**src/rtl/opsum_ppu_pkg.sv**
```systemverilog
// Shared definitions for the opsum post-processing unit: FSM encoding and packing geometry.
package opsum_ppu_pkg;

  localparam int PPU_PACK     = 4;
  localparam int PPU_OUT_BITS = 8;

  typedef enum logic [1:0] {
    ST_IDLE  = 2'd0,
    ST_RUN   = 2'd1,
    ST_DRAIN = 2'd2,
    ST_DONE  = 2'd3
  } ppu_state_e;

endpackage

```
**src/rtl/ppu_quant.sv**
```systemverilog
// Combinational requantizer: rounding arithmetic shift, optional ReLU, int8 saturation,
// then offset-binary conversion to uint8.
module ppu_quant
  import opsum_ppu_pkg::*;
#(
  parameter int DATA_BITS = 32,
  parameter int OUT_BITS  = PPU_OUT_BITS
) (
  input  logic signed [DATA_BITS-1:0] x,
  input  logic        [4:0]           shift,
  input  logic                        relu,
  output logic        [OUT_BITS-1:0]  qbyte
);

  localparam logic signed [DATA_BITS:0] MAX_V = (DATA_BITS+1)'((1 << (OUT_BITS-1)) - 1);
  localparam logic signed [DATA_BITS:0] MIN_V = ~MAX_V;

  logic signed [DATA_BITS:0] x_ext;
  logic signed [DATA_BITS:0] rnd;
  logic signed [DATA_BITS:0] sum;
  logic signed [DATA_BITS:0] r;
  logic        [OUT_BITS-1:0] sat;

  // One guard bit keeps x + 2^(s-1) from overflowing for any 32-bit x.
  always_comb begin
    x_ext = {x[DATA_BITS-1], x};
    rnd   = '0;
    if (shift != 5'd0) begin
      rnd = (DATA_BITS+1)'(1) << (shift - 5'd1);
    end
    sum = x_ext + rnd;
    r   = sum >>> shift;
    if (relu && (r < 0)) begin
      r = '0;
    end
    if (r > MAX_V) begin
      sat = {1'b0, {(OUT_BITS-1){1'b1}}};
    end else if (r < MIN_V) begin
      sat = {1'b1, {(OUT_BITS-1){1'b0}}};
    end else begin
      sat = r[OUT_BITS-1:0];
    end
    qbyte = sat ^ {1'b1, {(OUT_BITS-1){1'b0}}};
  end

endmodule

```
**src/rtl/opsum_ppu.sv**
```systemverilog
// Post-processing unit: requantizes the PE opsum stream and packs PACK uint8 results
// per output word for write-back as the next layer's ifmap.
module opsum_ppu
  import opsum_ppu_pkg::*;
#(
  parameter int DATA_BITS = 32,
  parameter int OUT_BITS  = PPU_OUT_BITS,
  parameter int PACK      = PPU_PACK,
  parameter int CNT_BITS  = 16
) (
  input  logic                 clk,
  input  logic                 rst,
  input  logic                 ppu_en,
  input  logic [4:0]           cfg_shift,
  input  logic                 cfg_relu,
  input  logic [CNT_BITS-1:0]  cfg_count,
  input  logic [DATA_BITS-1:0] ipsum,
  input  logic                 ipsum_valid,
  output logic                 ipsum_ready,
  output logic [DATA_BITS-1:0] opack,
  output logic                 opack_valid,
  input  logic                 opack_ready,
  output logic                 done
);

  localparam int LANE_BITS = (PACK > 1) ? $clog2(PACK) : 1;

  ppu_state_e            state_q, state_d;
  logic [CNT_BITS-1:0]   remaining_q, remaining_d;
  logic [LANE_BITS-1:0]  lane_cnt_q, lane_cnt_d;
  logic [4:0]            shift_q, shift_d;
  logic                  relu_q, relu_d;
  logic [DATA_BITS-1:0]  pack_q, pack_d;
  logic [DATA_BITS-1:0]  out_q, out_d;
  logic                  out_valid_q, out_valid_d;

  logic [OUT_BITS-1:0]   q_byte;
  logic [DATA_BITS-1:0]  merged;
  logic                  completes_word;
  logic                  accept;
  logic                  out_hs;

  ppu_quant #(
    .DATA_BITS (DATA_BITS),
    .OUT_BITS  (OUT_BITS)
  ) u_quant (
    .x     (ipsum),
    .shift (shift_q),
    .relu  (relu_q),
    .qbyte (q_byte)
  );

  // Current word with the incoming byte dropped into its lane.
  for (genvar gi = 0; gi < PACK; gi++) begin : g_lane
    assign merged[gi*OUT_BITS +: OUT_BITS] =
      (lane_cnt_q == LANE_BITS'(gi)) ? q_byte : pack_q[gi*OUT_BITS +: OUT_BITS];
  end

  assign completes_word = (lane_cnt_q == LANE_BITS'(PACK-1)) || (remaining_q == CNT_BITS'(1));
  assign ipsum_ready    = (state_q == ST_RUN) && (!completes_word || !out_valid_q || opack_ready);
  assign accept         = ipsum_valid && ipsum_ready;
  assign out_hs         = out_valid_q && opack_ready;

  always_comb begin
    state_d     = state_q;
    remaining_d = remaining_q;
    lane_cnt_d  = lane_cnt_q;
    shift_d     = shift_q;
    relu_d      = relu_q;
    pack_d      = pack_q;
    out_d       = out_q;
    out_valid_d = out_valid_q;
    if (out_hs) begin
      out_valid_d = 1'b0;
    end
    unique case (state_q)
      ST_IDLE: begin
        if (ppu_en) begin
          state_d     = ST_RUN;
          shift_d     = cfg_shift;
          relu_d      = cfg_relu;
          remaining_d = (cfg_count == '0) ? CNT_BITS'(1) : cfg_count;
          lane_cnt_d  = '0;
          pack_d      = '0;
        end
      end
      ST_RUN: begin
        if (accept) begin
          remaining_d = remaining_q - CNT_BITS'(1);
          if (completes_word) begin
            // A word completing on the same edge as a handshake simply replaces out_q.
            out_d       = merged;
            out_valid_d = 1'b1;
            lane_cnt_d  = '0;
            pack_d      = '0;
            if (remaining_q == CNT_BITS'(1)) begin
              state_d = ST_DRAIN;
            end
          end else begin
            pack_d     = merged;
            lane_cnt_d = lane_cnt_q + LANE_BITS'(1);
          end
        end
      end
      ST_DRAIN: begin
        if (out_hs) begin
          state_d = ST_DONE;
        end
      end
      ST_DONE: begin
        state_d = ST_IDLE;
      end
      default: begin
        state_d = ST_IDLE;
      end
    endcase
  end

  always_ff @(posedge clk or posedge rst) begin
    if (rst) begin
      state_q     <= ST_IDLE;
      remaining_q <= '0;
      lane_cnt_q  <= '0;
      shift_q     <= '0;
      relu_q      <= 1'b0;
      pack_q      <= '0;
      out_q       <= '0;
      out_valid_q <= 1'b0;
    end else begin
      state_q     <= state_d;
      remaining_q <= remaining_d;
      lane_cnt_q  <= lane_cnt_d;
      shift_q     <= shift_d;
      relu_q      <= relu_d;
      pack_q      <= pack_d;
      out_q       <= out_d;
      out_valid_q <= out_valid_d;
    end
  end

  assign opack       = out_q;
  assign opack_valid = out_valid_q;
  assign done        = (state_q == ST_DONE);

endmodule

```
**config.mk**
```make
export PLATFORM = sky130hd
export DESIGN_NAME = opsum_ppu
export DESIGN_NICKNAME = d
export VERILOG_FILES = /design/src/rtl/opsum_ppu_pkg.sv /design/src/rtl/ppu_quant.sv /design/src/rtl/opsum_ppu.sv
export SDC_FILE = /design/constraint.sdc
export NUM_CORES = 1
export LEC_CHECK = 0
export BUFFER_PORTS_ARGS = -buffer_cell sky130_fd_sc_hd__buf_2
export CAP_MARGIN = 25
export CORE_MARGIN = 5
export CORE_UTILIZATION = 60
export DETAILED_ROUTE_END_ITERATION = 7
export GPL_TIMING_DRIVEN = 0
export PLACE_DENSITY = 0.9
export SLEW_MARGIN = 20
export SYNTH_ARGS = -nofsm -noshare
export SYNTH_HDL_FRONTEND = slang
export SYNTH_SLANG_ARGS = --single-unit
```
**constraint.sdc**
```tcl
create_clock -name clk -period 11.9 [get_ports clk]
set_input_delay 0.595 -clock clk [delete_from_list [all_inputs] [get_ports clk]]
set_output_delay 0.595 -clock clk [all_outputs]
set_load 0.01 [all_outputs]
```
# Yosys cells after proc, flatten, opt, wreduce, memory -nomap -nowiden
# Index checks and enable logic that the tools add are counted.
word_totals:
  regBits: 91
  inputBits: 59
  output_inout_bits: 35
  elab_cells: 78
classes:
  n_addsub: 4
  n_lt_le_gt_ge: 3
  n_eq_ne: 12
  shifts: 2
  n_mux: 30
  bitwise_logic: 1
  reduce_logical: 18
ops:
  columns: ["cell", "n"]
  rows:
  - ["$mux 32", 3]
  - ["$mux 33", 2]
  - ["$pmux 32 s2", 1]
  - ["$mux 16", 3]
  - ["$mux 8", 6]
  - ["$add 32x33->33", 1]
  - ["$gt 33x8->1 const B", 1]
  - ["$lt 33x1->1 const B", 1]
  - ["$lt 33x8->1 const B", 1]
  - ["$shl 1x5->33 const A", 1]
  - ["$sshr 33x5->33", 1]
  - ["$pmux 16 s2", 1]
  - ["$eq 16x1->1 const B", 1]
  - ["$logic_not 16->1", 1]
  - ["$mux 2", 8]
  - ["$sub 16x1->16 const B", 1]
  - ["$eq 2x2->1 const B", 4]
  - ["$ne 2x2->1 const B", 4]
  - ["$pmux 2 s4", 1]
  - ["$reduce_and 3->1", 2]
  - ["$reduce_and 5->1", 1]
  - ["$reduce_bool 5->1", 1]
  - ["$sub 5x1->5 const B", 1]
  - ["$eq 2x1->1 const B", 2]
  - ["other kinds (11)", 21]

# Longest topological paths before layout
# Gate-level depths: netlist of the first run.
depth:
  depth_word: 16
  mapped_depth: 22
  depth_no_buf: 19

# Hierarchy
# A second synthesis of the first run with hierarchy kept.
unflattened:
  cells_unflattened: 1296
  area_unflattened_um2: 10296.1
by_module_without_submodules:
  columns: ["module", "instances", "cells_each", "area_per_inst_um2", "seq_area_each_um2"]
  rows:
  - ["ppu_quant", 1, 887, 5840.6, 0.0]
  - ["opsum_ppu", 1, 409, 4455.5, 2277.2]

# Least setup slack after synthesis of the first run
# Ideal clock, no wire load.
synth_timing:
  path_kind: "reg-to-reg"
  startpoint: "reg shift_q[3]"
  endpoint: "reg out_q[0] (netlist: opack[0])"
  setup_ps: 143
  arrival_time_ps: 5089
  required_ps: 11757
  path_slack_ps: 6667
  path_stages_with_launch: 21
  path_buffers: 4
  synth_period_minus_slack_ps: 5233
  cell_sequence: "dfrtp_1 > clkbuf_1 > clkbuf_1 > clkbuf_1 > nand2_1 > nor2_1 > ha_1 > buf_2 > a21oi_1 > o21ai_0 > a2111oi_1 > a21oi_2 > mux2_4 > and4b_1 > a211oi_2 > mux4_2 > mux2_2 > nor3_4 > a41oi_4 > nor3_4 > a21oi_1"
synth_via:
  elab_chain_len: 12
  elab_cells_between_ends: 14
  cone_classes: "2 x add/sub; 3 x order compare; 2 x shift; 5 x mux; 2 x reduce/logical"
synth_rtl:
  columns: ["element", "line_no", "rtl"]
  rows:
  - ["start: declaration", "opsum_ppu.sv:31", "logic [4:0] shift_q, shift_d;"]
  - ["start signal: assignment", "opsum_ppu.sv:133", "shift_q <= shift_d;"]
  - ["$sub 5x1->5", "ppu_quant.sv:29", "rnd = (DATA_BITS+1)'(1) << (shift - 5'd1);"]
  - ["$shl 1x5->33", "ppu_quant.sv:29", null]
  - ["$mux 33", "ppu_quant.sv:28", "if (shift != 5'd0) begin"]
  - ["$add 32x33->33", "ppu_quant.sv:31", "sum = x_ext + rnd;"]
  - ["$sshr 33x5->33 (*)", "ppu_quant.sv:32", "r = sum >>> shift;"]
  - ["$lt 33x1->1", "ppu_quant.sv:33", "if (relu && (r < 0)) begin"]
  - ["$logic_and 1x1->1", "ppu_quant.sv:33", null]
  - ["$mux 33 (*)", "ppu_quant.sv:33", null]
  - ["$lt 33x8->1", "ppu_quant.sv:38", "end else if (r < MIN_V) begin"]
  - ["$mux 8", "ppu_quant.sv:38", null]
  - ["$mux 8 (*)", "ppu_quant.sv:36", "if (r > MAX_V) begin"]
  - ["$mux 8 (*)", "opsum_ppu.sv:56", "(lane_cnt_q == LANE_BITS'(gi)) ? q_byte : pack_q[gi*OUT_BITS +: OUT_BITS];"]
  - ["end signal: assignment", "opsum_ppu.sv:136", "out_q <= out_d;"]
  - ["end: declaration", "opsum_ppu.sv:34", "logic [DATA_BITS-1:0] out_q, out_d;"]
# Every way passes the cells marked *; elsewhere a longest branch is shown, timed or not.
# A chain may end at the register's enable or synchronous reset.

# Worst setup path in the final report of the first run
layout_timing:
  startpoint: "reg shift_q[1]"
  endpoint: "reg pack_q[14]"
layout_via:
  elab_chain_len: 15
  elab_cells_between_ends: 17
  cone_classes: "2 x add/sub; 3 x order compare; 2 x shift; 8 x mux; 2 x reduce/logical"
layout_rtl:
  columns: ["element", "line_no", "rtl"]
  rows:
  - ["$sub 5x1->5", "ppu_quant.sv:29", null]
  - ["$shl 1x5->33", "ppu_quant.sv:29", null]
  - ["$mux 33", "ppu_quant.sv:28", null]
  - ["$add 32x33->33", "ppu_quant.sv:31", null]
  - ["$sshr 33x5->33 (*)", "ppu_quant.sv:32", null]
  - ["$lt 33x1->1", "ppu_quant.sv:33", null]
  - ["$logic_and 1x1->1", "ppu_quant.sv:33", null]
  - ["$mux 33 (*)", "ppu_quant.sv:33", null]
  - ["$lt 33x8->1", "ppu_quant.sv:38", null]
  - ["$mux 8", "ppu_quant.sv:38", null]
  - ["$mux 8 (*)", "ppu_quant.sv:36", null]
  - ["$mux 8 (*)", "opsum_ppu.sv:56", null]
  - ["$mux 32 (*)", "opsum_ppu.sv:90", "if (completes_word) begin"]
  - ["$mux 32 (*)", "opsum_ppu.sv:88", "if (accept) begin"]
  - ["$pmux 32 s2 (*)", "opsum_ppu.sv:76", "unique case (state_q)"]
  - ["end signal: assignment", "opsum_ppu.sv:135", "pack_q <= pack_d;"]
  - ["end: declaration", "opsum_ppu.sv:33", "logic [DATA_BITS-1:0] pack_q, pack_d;"]
# Every way passes the cells marked *; elsewhere a longest branch is shown, timed or not. The select of a mux whose other input is x is not followed.

==> results.cfg, run 1 <==
[run_status]
outcome = finished, violations left
violations = design-rule violations

[pwr]
irDropWorstVdd_mv = 0.156
pwr-share-comb_pct = 70.9
p_sw_mw = 1.53
netSwitchingFraction_pct = 54.7
cellLeakagePower_nw = 4.46
finalPower_mw = 2.79
p_per_area_nw_per_um2 = 265
pwr-share-seq_pct = 17.9
p_int_mw = 1.27
pwr-share-clk_pct = 11.1

[final_layout]
multi_input_area_um2 = 6730
num_antenna_cells = 0
fillers = 1329
seqCellArea_um2 = 2280
design_area_um2 = 10500
syn2layout_area_growth_pct = 11.3
drive_above_1_share_pct = 14.2
nNetsFinal = 1448

[synthesis]
synth_compound_area_share_pct = 30.7
synth-simple-area-share_pct = 25.5
ys_ff_latch = 91
yosysSeqAreaShare_pct = 24.1
synth_xor_area_share_pct = 1.85
async_flop_share_pct = 100
synth_cells = 1240
synth_nets = 1343
ys.flop_type = dfrtp_1
muxShareOfSynthArea_pct = 7.21
synth_top_family_by_area = compound AO/OA/AOI/OAI gates
yosysWarnings = 0
yosysUniqueCellTypes = 91
synth_edf_count = 0
syn_area_um2 = 9460
synth_area_per_cell_um2 = 7.63
synth-adder-area-share_pct = 5.90

[detailed_routing]
drt_iter0_markers = 1476
wl_met1_mm = 13.3
ant_nets = 0
drc = 1
dr.pass1.iters = 8
wl_per_cell_um = 20.8
dr_wl_met2_mm = 14.0
vias = 10790
route.top_layer_used = met4
routed-wl-met3_mm = 4.25
wirelength_mm = 32.5
via_per_inst = 6.92

[grt]
first_global_vias = 9904
antenna_found_initial = 0
grt_pass1_wl_mm = 51.1
grt_max_degree = 49
overflow = 0
grt_usage_pct = 34.7

[sta]
slew_headroom_pct = 25.2
post-route-period-util_pct = 64.7
setup_viol = 0
tightest_slew_ns = 1.11
setup_tns_ns = 0
finalHoldViolations = 0
min_period_ns = 7.70
postLayoutSetupSlackWorst_ns = 4.20
rsz0062_at_grt = no
finalHoldWorstSlack_ns = 0.340
drv_slew = 0
timing.fmax_ghz = 0.130
finClkSkew_ns = 0.00732

[critical_path]
critPathKind = flip-flop to flip-flop
cpMaxStageDelayCell = o31ai_1
arrival_ns = 7.96
cp_max_fo = 10
critPathLaunch = shift_q[1]
crit_top_cell = o211ai_1
slowest_delay_ns = 0.95
r2r-start = shift_q[1]
cp_top_family = compound AO/OA/AOI/OAI gates
end_kind = flip-flop
path_buf_inv = 4
cp-start-kind = flip-flop
cp.required_ns = 12.15
crit_chain = buf_4, clkinv_1, nand2_1, clkbuf_1, nor2_1, ha_1, buf_6, a21oi_1, o21ai_0, o31ai_1, a21o_1, xnor2_1, o22ai_1, a211oi_1, o221ai_1, a31oi_1, nand4_1, nor4_2, o211ai_1, o211ai_1

[clocking]
ctsHoldBuffers = 0
numCtsBuffers = 9
postCtsSetupRepairBufs = 0
cts_sinks = 91
tritoncts = yes
cts_resized = 0
clkLatencyLatePin_ns = 0.35
clkSlewWorstSetupHoldPaths_ns = 0.07
clock-root-buffer = clkbuf_16
htree_levels = 3
cts_buffer_depth = 2

[die]
ioPinCount = 94
core_um2 = 15300
die_h_um = 136
initial_core_util_pct = 61.7
rows = 45
chipWidth_um = 136
dieArea_um2 = 18400

[place]
place_area_um2 = 10200
io_buffers = 93
dp_hpwl_mm = 25.1
globalplace.congestion = 1.05
dpl_worst_slack_ns = 4.83

[min_path]
hp-class = input pin to async pin

[job]
cap_violations = 0
[state kept, by name, summed over array words and instances (netlist names)]
name and flops:
state_q 2, relu_q 1, opack 32, opack_valid 1, shift_q 5, pack_q 32, lane_cnt_q 2, remaining_q 16
[power groups by stage]
stage	combinational (mW)	sequential, mW	clock [mW]
finish	1.98	0.501	0.311
detailed placement	1.90	0.503	0
global placement	1.88	0.498	0
global route	2.11	0.513	0.322
CTS	1.90	0.498	0.310
floorplan	1.33	0.507	0
[final timing paths]
path / end / slack, ns / cells after the start
max: pack_q[14] / 4.20 / 20
min: remaining_q[2] / 0.34 / 2
max reg2reg: pack_q[14] / 4.20 / 20
min reg2reg: opack[23] / 0.48 / 2
max in group asynchronous: opack[11] / 10.93 / 3
min in group clk: shift_q[4] / 0.48 / 2
[cell usage in the layout (no fill, tap or decap), types with 19 or more instances in the layout]
cell / count
nand4_1: 20
and2_1: 19
inv_1: 23
ha_1: 43
a211oi_1: 20
buf_2: 109
or3_1: 33
nand3_1: 41
nand2_1: 149
clkbuf_1: 48
o211ai_1: 42
nor3_1: 38
nor4_1: 22
mux2i_1: 28
dfrtp_1: 91
nor2_1: 117
a21oi_1: 116
o21ai_0: 96
[final cells by class]
type	count	area share, %
Multi-Input combinational cell	1044	64.0
Sequential cell	91	21.6
Timing Repair Buffer	94	4.61
Buffer	77	3.26
Tap cell	211	2.51
Clock buffer	10	2.18
Inverter	28	1.02
Clock inverter	5	0.832
[through the flow]
stage | cells | util (%)
final | 1560 | 68.7
after global routing | 1560 | 68.7
after CTS | 1560 | 68.7
after detailed placement | 1545 | 66.7
after global placement | 1544 | 66.5
after floorplan | 1240 | -
[per-layer routing]
| layer | track usage, % | vias to the layer above |
|---|---|---|
| li1 | - | 4893 |
| met1 | 48.8 | 5041 |
| met2 | 52.1 | 762 |
| met3 | 9.92 | 94 |
| met4 | 9.74 | 0 |
| met5 | 0 | - |
[logic make-up after synthesis]
kind of cell / Yosys count
flip-flops: 91
buffers and inverters: 105
other: 1
multiplexers: 55
adder cells (fa/ha/maj): 44
AO/OA/AOI/OAI: 432
XOR/XNOR: 20
AND/OR/NAND/NOR: 492
[synthesized netlist by cell type, types with 22 or more instances]
cell type / number / area [um2]
o211ai_1: 42 / 315
nor3_1: 38 / 190
clkbuf_1: 47 / 176
nand3_1: 41 / 205
dfrtp_1: 91 / 2280
ha_1: 43 / 538
nand2_1: 149 / 559
nor2_1: 117 / 439
nor4_1: 22 / 138
or3_1: 33 / 206
a21oi_1: 116 / 581
inv_1: 24 / 90.1
o21ai_0: 96 / 480
mux2i_1: 28 / 280
[worst reg2reg max path: stages (launching register included)]
cell,delay (ns)
dfrtp_1,0.36
buf_4,0.18
clkinv_1,0.26
nand2_1,0.38
clkbuf_1,0.69
nor2_1,0.13
ha_1,0.32
buf_6,0.15
a21oi_1,0.31
o21ai_0,0.27
o31ai_1,0.95
a21o_1,0.29
xnor2_1,0.21
o22ai_1,0.13
a211oi_1,0.73
o221ai_1,0.23
a31oi_1,0.28
nand4_1,0.16
nor4_2,0.66
o211ai_1,0.56
o211ai_1,0.37
Power figures use the tool's default switching activity.
==> run 2: changes to the inputs <==
==> constraint.sdc (replaced) <==
create_clock -name clk -period 7.23 [get_ports clk]
set_input_delay 0.3615 -clock clk [delete_from_list [all_inputs] [get_ports clk]]
set_output_delay 0.3615 -clock clk [all_outputs]
set_load 0.01 [all_outputs]
==> run 2 against run 1 <==
The flow finishes with violations (negative setup slack). Fmax up 6.5%. Setup slack worse by 4.2 ns. Clock power rose by 64%. First-iteration DRC count shrank 2.2%. Via count hardly changed. Global-route usage unchanged. Clock-buffer cell count unchanged. Flip-flop and latch count unchanged. Power rose by 66%. Non-clock buffer count increased by 6.
==> results.cfg, run 2 (same netlist as run 1, synthesis figures left out) <==
[run_status]
outcome = finished, violations left
violations = negative setup slack

[sta]
setup_viol = 1
tightest_slew_ns = 1.09
finalHoldViolations = 0
rsz0062_at_grt = no
drv_slew = 0
finClkSkew_ns = 0.00981
post-route-period-util_pct = 100
slew_headroom_pct = 27.0
min_period_ns = 7.24
timing.fmax_ghz = 0.138
postLayoutSetupSlackWorst_ns = -0.00714

[pwr]
irDropWorstVdd_mv = 0.256
cellLeakagePower_nw = 4.50
finalPower_mw = 4.65
p_per_area_nw_per_um2 = 439

[final_layout]
syn2layout_area_growth_pct = 12.1
num_antenna_cells = 0
layout_common_cells = nand2_1, nor2_1, a21oi_1
drive_above_1_share_pct = 14.8
design_area_um2 = 10600
final_cells = 1566
nNetsFinal = 1454
fillers = 1324
layout.cells.most_common = nand2_1

[detailed_routing]
wl_per_cell_um = 20.8
drc = 0
wirelength_mm = 32.6
via_per_inst = 6.89
dr.pass1.iters = 6
vias = 10789
ant_nets = 0
drt_iter0_markers = 1443

[critical_path]
cp_top_family = compound AO/OA/AOI/OAI gates
path_buf_inv = 4
cp.required_ns = 7.48
r2r-start = shift_q[1]
slowest_delay_ns = 0.91
critPathKind = flip-flop to flip-flop
arrival_ns = 7.49
crit_path_end = pack_q[14]
end_kind = flip-flop
cp-start-kind = flip-flop
r2r-end = pack_q[14]
critPathLaunch = shift_q[1]
r2r_cells = 21
reg2reg_slack_ns = -0.007
cpMaxStageDelayCell = a211oi_1
crit_chain = buf_4, clkinv_1, nand2_1, clkbuf_1, nor3_1, ha_1, inv_1, fa_1, nand2b_1, a21o_1, a21o_1, o31ai_1, a31oi_1, mux2i_1, a211oi_1, mux4_2, mux2_2, nand3_1, o41ai_4, o211ai_1, o211ai_1
crit_cells = 21
cp_max_fo = 10

[die]
rows = 45
die_h_um = 136
initial_core_util_pct = 61.7
dieArea_um2 = 18400
core_um2 = 15300
ioPinCount = 94
chipWidth_um = 136

[job]
cap_violations = 0

[clocking]
htree_levels = 3
cts_buffer_depth = 2
tritoncts = yes
numCtsBuffers = 9
cts_sinks = 91
clkSlewWorstSetupHoldPaths_ns = 0.07
clkLatencyLatePin_ns = 0.35
clock-root-buffer = clkbuf_16

[grt]
overflow = 0
first_global_vias = 9904
grt_usage_pct = 34.7
antenna_found_initial = 0
grt_max_degree = 49
grt_pass1_wl_mm = 51.1

[place]
globalplace.congestion = 1.05
place_area_um2 = 10200
io_buffers = 93
dpl_worst_slack_ns = 0.155
dp.cells = 1545
dp_hpwl_mm = 25.1

[min_path]
hp-class = input pin to async pin
## run 2: routing by layer
metal	part of all wire (%)	global-route usage (%)	wire length [um]
met5	0	0	0
met4	2.7	9.74	891
met3	13	9.92	4170
met2	43	52.1	14100
met1	41	48.8	13500
## run 2: worst min-delay path by stage
stage,startpoint,to,slack (ns)
2_1_floorplan,pack_q[15],pack_q[15],0.44
3_3_place_gp,pack_q[7],pack_q[7],0.46
3_5_place_dp,pack_q[7],pack_q[7],0.47
4_1_cts,rst,pack_q[7],0.12
5_1_grt,rst,shift_q[4],0.16
6_report,rst,opack_valid,0.11
## run 2: final cells by class
class	instances	area [um2]	share of cell area (%)
plain buffers	77	344	3.25
clock buffers	10	229	2.16
clock inverters	5	87.6	0.826
inverters	28	108	1.01
multi-input cells	1044	6760	63.8
flip-flops and latches	91	2280	21.5
well taps	211	264	2.49
repair buffers	100	531	5.00
## run 2: report_power, final
group | total, mW | internal [mW] | switching (mW) | leakage (nW)
clock network | 0.511 | 0.304 | 0.207 | 0.151
logic | 3.32 | 1.11 | 2.21 | 3.17
registers | 0.823 | 0.696 | 0.127 | 1.18
## run 2: worst register-to-register path, stage by stage (launching register included)
cell      delay, ns
dfrtp_1        0.40
buf_4          0.18
clkinv_1       0.18
nand2_1        0.27
clkbuf_1       0.46
nor3_1         0.34
ha_1           0.24
inv_1          0.07
fa_1           0.38
nand2b_1       0.19
a21o_1         0.20
a21o_1         0.20
o31ai_1        0.48
a31oi_1        0.36
mux2i_1        0.20
a211oi_1       0.91
mux4_2         0.43
mux2_2         0.19
nand3_1        0.11
o41ai_4        0.44
o211ai_1       0.55
o211ai_1       0.35
## run 2: what timing repair did
action                                  CTS  global route
hold buffers                              0             0
resized for setup                         0             7
endpoints found under the setup margin    0            49
setup buffers                             0             6
## run 2: through the flow
step | util (%) | hold WS [ns] | setup TNS (ns)
after floorplan | - | 0.445 | 0
after global placement | 66.5 | 0.459 | 0
after detailed placement | 66.7 | 0.466 | 0
after CTS | 68.7 | 0.116 | 0
after global routing | 69.2 | 0.156 | 0
final | 69.2 | 0.106 | -0.00714
